$ cat src/rtl/uart_tx_ctrl.sv
// ----------------------------------------------------------------------------
// uart_tx_ctrl
//
// Frame sequencer for a UART transmitter. It accepts one parallel payload at
// a time and steps a downstream TX mux through start bit, payload bits
// (LSB first), an optional parity bit, and the stop bit. The mux itself,
// which registers tx_out, lives outside this block.
//
// Handshake (data_valid / data_ack):
//   A request is taken on any rising edge where data_valid = 1 and the
//   controller is in IDLE or STOP (and rst = 1). data_ack is a registered
//   one-cycle pulse in the cycle after that edge, i.e. during START. While a
//   frame is in START, DATA or PARITY, data_valid is ignored and the
//   requester must keep it (and p_data) stable until it sees data_ack.
//   Holding data_valid through STOP yields back-to-back frames.
//
// Parameters:
//   DATA_WIDTH  payload bits per frame, 5..8
//
// Ports:
//   clk         rising-edge clock
//   rst         synchronous active-low reset
//   p_data      parallel payload, captured on acceptance
//   data_valid  send request
//   par_en      1 = append parity bit, captured on acceptance
//   par_typ     0 = even, 1 = odd parity, captured on acceptance
//   data_ack    one-cycle acceptance pulse
//   busy        high while a frame is in progress (START..STOP)
//   mux_sel     TX mux select: 00 start, 01 stop/idle, 10 data, 11 parity
//   ser_data    current payload bit (shift register bit 0)
//   par_bit     parity of the latched payload
//   state_dbg   registered FSM state (IDLE=0 START=1 DATA=2 PARITY=3 STOP=4)
// ----------------------------------------------------------------------------
module uart_tx_ctrl #(
    parameter int DATA_WIDTH = 8
) (
    input  logic                  clk,
    input  logic                  rst,
    input  logic [DATA_WIDTH-1:0] p_data,
    input  logic                  data_valid,
    input  logic                  par_en,
    input  logic                  par_typ,
    output logic                  data_ack,
    output logic                  busy,
    output logic [1:0]            mux_sel,
    output logic                  ser_data,
    output logic                  par_bit,
    output logic [2:0]            state_dbg
);

    localparam int CNT_W = $clog2(DATA_WIDTH);
    localparam logic [CNT_W-1:0] LAST_BIT = CNT_W'(DATA_WIDTH - 1);

    localparam logic [1:0] MUX_START  = 2'b00;
    localparam logic [1:0] MUX_STOP   = 2'b01;
    localparam logic [1:0] MUX_DATA   = 2'b10;
    localparam logic [1:0] MUX_PARITY = 2'b11;

    typedef enum logic [2:0] {
        IDLE   = 3'd0,
        START  = 3'd1,
        DATA   = 3'd2,
        PARITY = 3'd3,
        STOP   = 3'd4
    } state_t;

    state_t                state;
    state_t                state_nxt;
    logic                  accept;
    logic [DATA_WIDTH-1:0] shreg;
    logic [CNT_W-1:0]      bit_cnt;
    logic                  par_en_q;
    logic                  par_typ_q;
    // XOR-reduction of the payload taken at acceptance; the shift register
    // is consumed during DATA, so parity cannot be recomputed from it later.
    logic                  par_raw_q;

    // ------------------------------------------------------------------
    // FSM: state register
    // ------------------------------------------------------------------
    always_ff @(posedge clk) begin
        if (!rst) begin
            state <= IDLE;
        end else begin
            state <= state_nxt;
        end
    end

    // ------------------------------------------------------------------
    // FSM: next-state and acceptance
    // ------------------------------------------------------------------
    always_comb begin
        state_nxt = state;
        accept    = 1'b0;
        case (state)
            IDLE: begin
                if (data_valid) begin
                    accept    = 1'b1;
                    state_nxt = START;
                end
            end
            START: begin
                state_nxt = DATA;
            end
            DATA: begin
                if (bit_cnt == LAST_BIT) begin
                    state_nxt = par_en_q ? PARITY : STOP;
                end
            end
            PARITY: begin
                state_nxt = STOP;
            end
            STOP: begin
                // Taking a new request here chains frames with no idle gap.
                if (data_valid) begin
                    accept    = 1'b1;
                    state_nxt = START;
                end else begin
                    state_nxt = IDLE;
                end
            end
            default: begin
                state_nxt = IDLE;
            end
        endcase
    end

    // ------------------------------------------------------------------
    // Datapath: payload shift register, bit counter, latched options
    // ------------------------------------------------------------------
    always_ff @(posedge clk) begin
        if (!rst) begin
            shreg     <= '0;
            bit_cnt   <= '0;
            par_en_q  <= 1'b0;
            par_typ_q <= 1'b0;
            par_raw_q <= 1'b0;
            data_ack  <= 1'b0;
        end else begin
            data_ack <= accept;
            if (accept) begin
                shreg     <= p_data;
                par_en_q  <= par_en;
                par_typ_q <= par_typ;
                par_raw_q <= ^p_data;
                bit_cnt   <= '0;
            end else begin
                case (state)
                    START: begin
                        bit_cnt <= '0;
                    end
                    DATA: begin
                        shreg <= {1'b0, shreg[DATA_WIDTH-1:1]};
                        // Hold on the last bit so the counter never wraps
                        // inside DATA when DATA_WIDTH is a power of two.
                        if (bit_cnt != LAST_BIT) begin
                            bit_cnt <= bit_cnt + CNT_W'(1);
                        end
                    end
                    default: begin
                    end
                endcase
            end
        end
    end

    // ------------------------------------------------------------------
    // Outputs
    // ------------------------------------------------------------------
    // mux_sel depends on the registered state only. The downstream mux adds
    // one register stage; that delay is deliberately not compensated here.
    always_comb begin
        mux_sel = MUX_STOP;
        case (state)
            IDLE:    mux_sel = MUX_STOP;
            START:   mux_sel = MUX_START;
            DATA:    mux_sel = MUX_DATA;
            PARITY:  mux_sel = MUX_PARITY;
            STOP:    mux_sel = MUX_STOP;
            default: mux_sel = MUX_STOP;
        endcase
    end

    assign busy      = (state != IDLE);
    assign ser_data  = shreg[0];
    assign par_bit   = par_raw_q ^ par_typ_q;
    assign state_dbg = state;

endmodule
$ cat config.mk
export PLATFORM = sky130hd
export DESIGN_NAME = uart_tx_ctrl
export DESIGN_NICKNAME = d
export VERILOG_FILES = /design/src/rtl/uart_tx_ctrl.sv
export SDC_FILE = /design/constraint.sdc
export NUM_CORES = 1
export LEC_CHECK = 0
export CAP_MARGIN = 10
export CELL_PAD_IN_SITES_DETAIL_PLACEMENT = 1
export CELL_PAD_IN_SITES_GLOBAL_PLACEMENT = 1
export CORE_AREA = 2 2 53 55
export CTS_CLUSTER_SIZE = 10
export DETAILED_ROUTE_END_ITERATION = 12
export DIE_AREA = 0 0 55 57
export PLACE_DENSITY_LB_ADDON = 0.2
export SKIP_LAST_GASP = 1
export SYNTH_ARGS = -nofsm -noshare
export SYNTH_HDL_FRONTEND = slang
export SYNTH_SLANG_ARGS = --single-unit
$ cat constraint.sdc
create_clock -name clk -period 2.27 [get_ports clk]
set_input_delay 0.681 -clock clk [delete_from_list [all_inputs] [get_ports clk]]
set_output_delay 0.681 -clock clk [all_outputs]
set_load 0.05 [all_outputs]
# Yosys cells after proc, flatten, opt, wreduce, memory -nomap -nowiden
# Index checks and enable logic that the tools add are counted.
# totals
register_bits	18
ramBits	0
elab_cells	40
latch_bits	0
out_inout_bits	9
inputBits	13
rom_bits	0
n_memories	0
# classes
shifts	0
n_mul	0
div_mod_pow	0
bitwise_logic	2
n_addsub	1
n_eq_ne	9
reduce_logical	9
magnitude_cmp	0
n_mux	12
# op_table
op	n
$mux W8	2
$pmux W3 S5	1
$mux W3	4
$reduce_xor A8 Y1	1
$eq A3 B2 Y1 const B	2
$eq A3 B3 Y1 const B	2
$ne A2 B2 Y1 const B	3
$pmux W2 S3	1
$pmux W3 S2	1
$reduce_and A2 Y1	2
$reduce_bool A2 Y1	2
$reduce_or A2 Y1	2
$add A3 B1 Y3 const B	1
$eq A3 B1 Y1 const B	1
$logic_not A3 Y1	1
$mux W1	3
$ne A3 B3 Y1 const B	1
$reduce_bool A3 Y1	1
$not A1 Y1	1
$xor A1 B1 Y1	1

# Depth between registers and ports, before layout
# Gate-level depths: netlist of run 1.
# logic_depth
depth_word	4
mapped_depth	6
depth_no_buf	6

# Worst setup path before layout of run 1
# Ideal clock, no wire load.
# synth_path
kind	reg2out
start	register state[0] (netlist: state_dbg[0])
end	output busy
path_buffers	2
stages_incl_launch_ff	4
setup_slack_ns	0.074
t_arrival_ns	1.515
required_time_ns	1.589
path_cell_list	dfxtp_1 buf_4 buf_6 or3_2
# synth_via
elab_chain_len	1
# synth_lines
item	line	rtl
from (decl)	67	state_t state;
from (signal assigned)	85	state <= state_nxt;
$reduce_bool A3 Y1	184	assign busy = (state != IDLE);
to (decl)	44	output logic busy,
# Every way passes these cells.

# Final worst setup path of run 1
# Ends and elaborated chain as after synthesis.

==> results.tsv, run 1 <==
stage	metric	value	unit
finish	Layout Nets	134	
synth	Yosys cell types	38	
finish	share of cells above drive strength 1	0.220	
cts	CTS sink cnt	18	
finish	fin area	1270	µm²
place	Area after DPL	1240	µm²
setup_path	CP max stage cell	or3_2	
finish	most frequent cells in the layout	dfxtp_1, clkdlybuf4s50_1, a21oi_1	
timing	Max-slew headroom	0.663	
timing	worst slew pin tran	0.505	ns
die	I/O Pins	22	
grt	All-Layer GR Usage	0.168	
finish	commonest non-fill, non-tap cell in the layout	dfxtp_1	
detailed_routing	Residual DRC	0	
setup_path	CP max FO	12	
cts	CTS Buffer Depth	2	
hold_path	min-delay worst type	flip-flop to flip-flop	
setup_path	flop2flop setup slack	0.61	ns
setup_path	FF-to-FF End	shreg[6]	
die	Die ar.	3140	µm²
timing	Final setup viols	0	
grt	GRT overflow	0	
detailed_routing	Met2 Wirelength	1.23	mm
outcome	outcome	finished, final reports clean	
power_and_ir_drop	Pint	805	µW
detailed_routing	post-route ant nets	0	
timing	Max Clock Freq	463	MHz
cts	post-cts repair resize count	0	
setup_path	R2R depth	4	
setup_path	critical-path cell list	or3_2, buf_12	
detailed_routing	routed len/inst	15.9	µm
setup_path	crit path to	busy	
setup_path	CP required	1.59	ns
hold_path	min-delay src	shreg[7]	
detailed_routing	Via Count	814	
detailed_routing	Met1 Wirelength	1.05	mm
synth	net count after synthesis	111	
timing	Min Clock Period, post-route	2.16	ns
power_and_ir_drop	Psw	552	µW
synth	Seq cells post-synth	18	
grt	first-pass GRT wire length	3.91	mm
timing	clk_skew	0.00700	ns
timing	Tcrit/Tclk final	0.952	
detailed_routing	vias per cell	5.46	
timing	total negative slack	0	ns
finish	Antenna diodes	0	
finish	Layout area overhead	33.4	%
die	Die Span Y	57	µm
die	# rows	19	
power_and_ir_drop	leakage	0.000506	µW
setup_path	Worst Setup SP	state_dbg[0]	
synth	number of synthesized flops with an enable pin	0	
cts	hold_buf cts	0	
cts	CTS tree	done	
die	Core Region	2620	µm²
power_and_ir_drop	logic gate share of total power	0.531	
timing	unrepaired setup endpoints after global routing	false	
cts	clk_lat worst skew	0.29	ns
synth	Main synth FF type	dfxtp_1	
cts	CTS H-Tree Depth	1	
place	I/O Buffers	21	
timing	Final Hold Fails	0	
grt	vias in the first global route	867	
power_and_ir_drop	register share of total power	0.321	
finish	Reg area	360	µm²
place	dpl ws	0.184	ns
timing	slack of the critical path	0.109	ns
run	Max Cap Viol	0	
place	DP Wirelength	1.78	mm
synth	Mapped Cells	96	
die	Starting Density	0.366	
power_and_ir_drop	Max IR drop VDD	793	µV
cts	Post-CTS Setup Inserts	0	
detailed_routing	starting DRC count in detailed routing	6	
setup_path	CP endpoint kind	output port	
cts	clock-pin transition on the worst setup and hold timing paths	0.11	ns
power_and_ir_drop	clock power share	0.148	
synth	Cell Area, Synth	956	µm²
place	RD Place Congestion	0.750	
finish	Fill cells	303	
cts	root buffer selected by CTS	clkbuf_4	
setup_path	Worst path max stage delay	0.56	ns
finish	area of the multi-input gates	529	µm²
grt	largest net degree at the start of global routing	17	
detailed_routing	DRT Pass-1 Iters	4	
synth	Avg Inst Size Synth	9.96	µm²
synth	async set-reset flop share out of synthesis	0	
die	Die X-Extent	55	µm
synth	Synth warnings	0	
timing	Pins Over Slew Limit	0	
detailed_routing	final WL	2.37	mm
setup_path	crit start category	flip-flop	
grt	initial antenna violation count	0	
setup_path	Crit Path Class	flip-flop to output port	
power_and_ir_drop	sw frac	0.407	
cts	cts bufs inserted	3	
detailed_routing	Max Used Layer	met4	
power_and_ir_drop	Power Density	1060	nW/µm²
detailed_routing	met3 routed WL	63	µm
setup_path	WP data arrival	1.48	ns
synth	register area share after synthesis	0.377	
setup_path	reg2reg start	state_dbg[1]	
[how the worst min path moves through the flow]
| stage | to | slack [ns] | depth (start not counted) |
|---|---|---|---|
| after CTS | shreg[7] | 0.49 | 2 |
| after detailed placement | shreg[7] | 0.46 | 2 |
| after global routing | shreg[7] | 0.52 | 2 |
| final | shreg[7] | 0.48 | 2 |
| after floorplan | shreg[7] | 0.44 | 2 |
| after global placement | shreg[7] | 0.46 | 2 |
[synth_stat cells (all sizes together), types with 2 or more instances]
master | n | share of area
ha | 2 | 0.026
inv | 4 | 0.021
nand2b | 5 | 0.033
nor2 | 5 | 0.020
a22o | 2 | 0.018
o32a | 5 | 0.056
buf | 5 | 0.044
o221a | 5 | 0.059
dfxtp | 18 | 0.38
nor2b | 2 | 0.013
o22ai | 2 | 0.013
nor3b | 2 | 0.027
a22oi | 2 | 0.016
a211oi | 2 | 0.016
a21oi | 9 | 0.059
o21ai | 3 | 0.016
xor2 | 2 | 0.018
xnor2 | 7 | 0.064
[layer usage]
metal  vias up  global-route usage
met5         -                   0
met4         0              0.0627
met3         2              0.0236
met2        11               0.284
met1       397               0.211
li1        404                   -
[worst max-delay path: cells and delay by family (launching register included)]
| kind | cells | cell delay (ns) |
|---|---|---|
| simple gates | 1 | 0.56 |
| buf+inv | 1 | 0.17 |
| flops | 1 | 0.46 |
[cell families after synthesis]
group                    after synthesis  synth area share
flip-flops                            18             0.377
XOR/XNOR                               9            0.0825
AO/OA/AOI/OAI                         35             0.297
multiplexers                           1            0.0105
buffers and inverters                 10            0.0694
adder cells (fa/ha/maj)                2            0.0262
AND/OR/NAND/NOR                       21             0.137
[state kept, by name, summed over array words and instances, names as in the netlist]
| signal | count |
|---|---|
| bit_cnt | 3 |
| data_ack | 1 |
| par_en_q | 1 |
| par_raw_q | 1 |
| par_typ_q | 1 |
| shreg | 8 |
| state_dbg | 3 |
[per-stage QoR]
step / util / std cells / power, µW / hold WS, ns
2_1_floorplan: - / 96 / 907 / 0.445
3_3_place_gp: 0.474 / 145 / 1150 / 0.458
3_5_place_dp: 0.474 / 145 / 1170 / 0.464
4_1_cts: 0.488 / 149 / 1370 / 0.487
5_1_grt: 0.488 / 149 / 1440 / 0.518
6_report: 0.488 / 149 / 1360 / 0.485
[layout make-up]
| type | instances | area share |
|---|---|---|
| timing repair buffer | 24 | 0.228 |
| clock buffer | 4 | 0.0285 |
| multi-input combinational | 68 | 0.415 |
| inverter | 4 | 0.0157 |
| tap | 31 | 0.0304 |
| sequential | 18 | 0.283 |
[power by group through the flow]
| stage | registers [µW] | clock network, µW | logic [µW] |
|---|---|---|---|
| after floorplan | 481 | 0 | 426 |
| after global placement | 439 | 0 | 711 |
| after global routing | 444 | 224 | 769 |
| final | 435 | 201 | 721 |
| after detailed placement | 442 | 0 | 726 |
| after CTS | 435 | 210 | 729 |
(Power assumes the default switching activity.)
==> run 2, diff against run 1 <==
--- a/config.mk
+++ b/config.mk
@@ -12,7 +12,7 @@
 export CTS_CLUSTER_SIZE = 10
 export DETAILED_ROUTE_END_ITERATION = 12
 export DIE_AREA = 0 0 55 57
-export PLACE_DENSITY_LB_ADDON = 0.2
+export PLACE_DENSITY = 0.83
 export SKIP_LAST_GASP = 1
 export SYNTH_ARGS = -nofsm -noshare
 export SYNTH_HDL_FRONTEND = slang
==> run 2 against run 1 <==
Effect of this change:
- worst setup slack improved by 0.024 ns
- sequential power shrank 5.3%
- wire length decreased by 3.3%
- first-iteration DRC count up 120%
- critical path depth fell by 1
- clock power is 3% higher
- count of clock-buffer cells in the layout is the same
- largest power group unchanged
- highest routed layer unchanged
==> results.tsv, run 2 (synthesized netlist as in run 1, its figures left out) <==
stage	metric	value	unit
detailed_routing	vias per cell	5.54	
power_and_ir_drop	leakage	0.000503	µW
die	Die Span Y	57	µm
cts	root buffer selected by CTS	clkbuf_4	
setup_path	WP data arrival	1.46	ns
grt	initial antenna violation count	0	
setup_path	CP max stage cell	clkdlybuf4s50_1	
setup_path	FF-to-FF End	shreg[3]	
die	# rows	19	
grt	All-Layer GR Usage	0.168	
timing	Pins Over Slew Limit	0	
cts	Post-CTS Setup Inserts	0	
run	Max Cap Viol	0	
setup_path	CP required	1.59	ns
setup_path	crit start category	flip-flop	
timing	Max-slew headroom	0.662	
power_and_ir_drop	logic gate share of total power	0.542	
finish	max FFs per register	8	
timing	Final setup viols	0	
setup_path	critical-path cell list	clkdlybuf4s50_1	
timing	Max Clock Freq	468	MHz
detailed_routing	final WL	2.29	mm
finish	Antenna diodes	0	
outcome	outcome	finished, final reports clean	
die	Die ar.	3140	µm²
timing	clk_skew	0.00683	ns
grt	GR Util met3	0.0262	
setup_path	Worst Setup SP	shreg[0]	
setup_path	Worst path max stage delay	0.80	ns
grt	GRT met2 Usage	0.260	
finish	share of cells above drive strength 1	0.220	
grt	GRT overflow	0	
setup_path	R2R depth	4	
grt	largest net degree at the start of global routing	21	
setup_path	critical path's top delay family	buffers and inverters	
timing	total negative slack	0	ns
place	cell total after placement	145	
setup_path	CP endpoint kind	output port	
power_and_ir_drop	Pint	802	µW
finish	Biggest register	shreg	
setup_path	reg2reg start	state_dbg[1]	
cts	hold_buf cts	0	
timing	Min Clock Period, post-route	2.14	ns
finish	Layout Nets	134	
power_and_ir_drop	clock power share	0.153	
power_and_ir_drop	register share of total power	0.305	
finish	fin cells	149	
finish	Layout area overhead	32.1	%
cts	cts bufs inserted	3	
setup_path	Crit Path Class	flip-flop to output port	
detailed_routing	post-route ant nets	0	
setup_path	crit path to	ser_data	
hold_path	min-delay worst type	flip-flop to flip-flop	
place	RD Place Congestion	0.740	
detailed_routing	Via Count	826	
timing	Tcrit/Tclk final	0.941	
grt	vias in the first global route	819	
setup_path	WP buf/inv	1	
power_and_ir_drop	Max IR drop VDD	541	µV
grt	first-pass GRT wire length	3.82	mm
timing	Final Hold Fails	0	
setup_path	flop2flop setup slack	0.71	ns
cts	clock-pin transition on the worst setup and hold timing paths	0.11	ns
finish	most frequent cells in the layout	dfxtp_1, clkdlybuf4s50_1, a21oi_1	
detailed_routing	Residual DRC	0	
die	Core Region	2620	µm²
cts	CTS tree	done	
power_and_ir_drop	Power Density	1070	nW/µm²
finish	commonest non-fill, non-tap cell in the layout	dfxtp_1	
detailed_routing	DRT Pass-1 Iters	4	
cts	CTS H-Tree Depth	1	
setup_path	CP max FO	2	
setup_path	critical path depth	1	
grt	gr busiest metal	met2	
power_and_ir_drop	Psw	552	µW
grt	met1 Track Usage GR	0.228	
die	I/O Pins	22	
place	I/O Buffers	21	
detailed_routing	starting DRC count in detailed routing	13	
timing	worst slew pin tran	0.506	ns
timing	unrepaired setup endpoints after global routing	false	
finish	Reg area	360	µm²
cts	post-cts repair resize count	0	
cts	CTS Buffer Depth	2	
place	DP Wirelength	1.70	mm
finish	area of the multi-input gates	529	µm²
die	Starting Density	0.366	
cts	clk_lat worst skew	0.31	ns
power_and_ir_drop	sw frac	0.407	
detailed_routing	routed len/inst	15.4	µm
finish	Fill cells	325	
die	Die X-Extent	55	µm
cts	CTS sink cnt	18	
==> run 2: cell counts in the layout (fill, tap and decap cells not counted) <==
No cell type changed its count.
==> run 2: area by class of cell <==
cell class,count,share of cell area
Clock buffer,4,0.0287
Inverter,4,0.0159
Multi-Input combinational cell,68,0.419
Sequential cell,18,0.285
Tap cell,31,0.0307
Timing Repair Buffer,24,0.220
==> run 2: power groups by stage <==
stage | registers, µW | logic, µW | clock network (µW)
after floorplan | 481 | 426 | 0
after global placement | 418 | 719 | 0
after detailed placement | 419 | 740 | 0
after CTS | 413 | 741 | 212
after global routing | 420 | 788 | 223
final | 412 | 734 | 208
==> run 2: metal layers <==
layer,up-vias,part of all wire,routed length [µm]
met5,-,0,0
met4,0,0.012,28
met3,3,0.044,100
met2,19,0.47,1080
met1,398,0.47,1080
li1,406,-,-
==> run 2: stage by stage <==
step	hold slack (ns)	total power (µW)	util	worst slack [ns]	cell area, µm²
6_report	0.490	1350	0.483	0.133	1260
5_1_grt	0.509	1430	0.483	0.0941	1260
4_1_cts	0.495	1370	0.483	0.118	1260
3_5_place_dp	0.478	1160	0.469	0.157	1230
3_3_place_gp	0.460	1140	0.469	0.259	1230
2_1_floorplan	0.445	907	-	0.0745	956
==> run 2: how the worst min path moves through the flow <==
| stage | startpoint | to | slack, ns | cells past startpoint |
|---|---|---|---|---|
| finish | shreg[7] | shreg[7] | 0.49 | 2 |
| global route | shreg[7] | shreg[7] | 0.51 | 2 |
| CTS | shreg[7] | shreg[7] | 0.50 | 2 |
| detailed placement | shreg[7] | shreg[7] | 0.48 | 2 |
| global placement | shreg[7] | shreg[7] | 0.46 | 2 |
| floorplan | shreg[7] | shreg[7] | 0.44 | 2 |
==> run 3, diff against run 2 <==
--- a/config.mk
+++ b/config.mk
@@ -8,12 +8,14 @@
 export CAP_MARGIN = 10
 export CELL_PAD_IN_SITES_DETAIL_PLACEMENT = 1
 export CELL_PAD_IN_SITES_GLOBAL_PLACEMENT = 1
-export CORE_AREA = 2 2 53 55
+export CORE_AREA = 2 2 51 53
+export CTS_BUF_LIST = sky130_fd_sc_hd__clkbuf_8
 export CTS_CLUSTER_SIZE = 10
 export DETAILED_ROUTE_END_ITERATION = 12
-export DIE_AREA = 0 0 55 57
-export PLACE_DENSITY = 0.83
+export DIE_AREA = 0 0 53 55
+export PLACE_DENSITY = 0.89
 export SKIP_LAST_GASP = 1
+export SLEW_MARGIN = 10
 export SYNTH_ARGS = -nofsm -noshare
 export SYNTH_HDL_FRONTEND = slang
 export SYNTH_SLANG_ARGS = --single-unit
==> run 3 against run 2 <==
Effect of this change:
- non-clock buffer count up 1
- design area is 0.89% higher
- sequential power rose by 1%
- clock power up 4%
- register-to-register slack got worse by 0.07 ns
==> results.tsv, run 3 (synthesized netlist as in run 1, its figures left out) <==
stage	metric	value	unit
setup_path	FF-to-FF End	shreg[1]	
place	dpl ws	0.153	ns
die	Core Region	2360	µm²
finish	Layout Nets	135	
grt	initial antenna violation count	0	
die	Die X-Extent	53	µm
die	I/O Pins	22	
detailed_routing	DRT Pass-1 Iters	4	
timing	worst slew pin tran	0.497	ns
cts	CTS H-Tree Depth	1	
setup_path	CP required	1.59	ns
cts	CTS sink cnt	18	
power_and_ir_drop	sw frac	0.406	
setup_path	CP max FO	11	
detailed_routing	starting DRC count in detailed routing	13	
place	I/O Buffers	21	
place	DP Wirelength	1.94	mm
timing	Final Hold Fails	0	
setup_path	crit path to	mux_sel[1]	
cts	clk_lat worst skew	0.25	ns
grt	first-pass GRT wire length	4.04	mm
timing	Max Clock Freq	482	MHz
setup_path	R2R depth	6	
power_and_ir_drop	leakage	0.000508	µW
timing	Pins Over Slew Limit	0	
cts	clock-pin transition on the worst setup and hold timing paths	0.06	ns
power_and_ir_drop	logic gate share of total power	0.546	
grt	vias in the first global route	863	
hold_path	min-delay src	shreg[7]	
power_and_ir_drop	Power Density	1090	nW/µm²
cts	hold_buf cts	0	
die	Starting Density	0.404	
power_and_ir_drop	register share of total power	0.299	
setup_path	flop2flop setup slack	0.64	ns
setup_path	Crit Path Class	flip-flop to output port	
power_and_ir_drop	clock power share	0.155	
setup_path	crit start category	flip-flop	
timing	Max-slew headroom	0.668	
finish	area of the multi-input gates	529	µm²
run	Max Cap Viol	0	
cts	root buffer selected by CTS	clkbuf_8	
timing	unrepaired setup endpoints after global routing	false	
timing	slack of the critical path	0.194	ns
finish	Layout area overhead	33.2	%
finish	Reg area	360	µm²
die	Die Span Y	55	µm
place	RD Place Congestion	0.793	
cts	cts bufs inserted	3	
power_and_ir_drop	Max IR drop VDD	608	µV
timing	clk_skew	0.00148	ns
detailed_routing	routed len/inst	17.4	µm
power_and_ir_drop	Psw	566	µW
hold_path	min-delay worst type	flip-flop to flip-flop	
cts	CTS Buffer Depth	2	
finish	Biggest register	shreg	
detailed_routing	post-route ant nets	0	
power_and_ir_drop	Pint	828	µW
timing	Tcrit/Tclk final	0.914	
finish	commonest non-fill, non-tap cell in the layout	dfxtp_1	
detailed_routing	final WL	2.58	mm
cts	Post-CTS Setup Inserts	0	
cts	post-cts repair resize count	0	
timing	Final setup viols	0	
detailed_routing	Residual DRC	0	
finish	max FFs per register	8	
timing	total negative slack	0	ns
setup_path	CP endpoint kind	output port	
detailed_routing	Via Count	850	
die	# rows	18	
finish	Antenna diodes	0	
cts	CTS tree	done	
die	Die ar.	2920	µm²
outcome	outcome	finished, final reports clean	
power_and_ir_drop	Tot Pwr	1390	µW
grt	All-Layer GR Usage	0.197	
grt	largest net degree at the start of global routing	21	
setup_path	Worst Setup SP	state_dbg[1]	
setup_path	reg2reg start	state_dbg[1]	
finish	Fill cells	270	
timing	Min Clock Period, post-route	2.08	ns
setup_path	WP data arrival	1.39	ns
finish	share of cells above drive strength 1	0.220	
detailed_routing	vias per cell	5.74	
grt	GRT overflow	0	
finish	most frequent cells in the layout	dfxtp_1, clkdlybuf4s50_1, a21oi_1	
==> run 3: per-stage QoR <==
stage                     utilization  hold slack, ns  area (µm²)  cells
final                           0.539           0.502        1270    148
after detailed placement        0.521           0.497        1230    145
after floorplan                     -           0.445         956     96
after global placement          0.521           0.467        1230    145
after CTS                       0.539           0.506        1270    148
after global routing            0.539           0.543        1270    148
==> run 3: routing by layer <==
metal | track usage | vias up | wire length [µm]
li1 | - | 405 | -
met1 | 0.223 | 431 | 1050
met2 | 0.360 | 12 | 1430
met3 | 0.0376 | 2 | 79
met4 | 0.0855 | 0 | 12
met5 | 0 | - | 0
==> run 3: power by group through the flow <==
stage	combinational, µW	clock, µW	sequential [µW]
final	761	217	417
after global placement	724	0	417
after detailed placement	760	0	422
after global routing	807	234	422
after CTS	764	220	416
after floorplan	426	0	481
==> run 3: how the worst min path moves through the flow <==
stage	endpoint	slack (ns)	cells past startpoint
final	shreg[7]	0.50	2
after global routing	shreg[7]	0.54	2
after CTS	shreg[7]	0.51	2
after detailed placement	shreg[7]	0.50	2
after global placement	shreg[7]	0.47	2
after floorplan	shreg[7]	0.44	2
==> run 3: cell type report <==
type,count,share of cell area
well taps,30,0.0295
multi-input cells,68,0.416
flip-flops and latches,18,0.283
clock buffers,3,0.0324
repair buffers,25,0.224
inverters,4,0.0157
==> run 3: worst max-delay path, stage by stage (launching register included) <==
cell	delay [ns]
dfxtp_1	0.36
buf_4	0.24
or2b_1	0.28
inv_1	0.11
buf_12	0.14
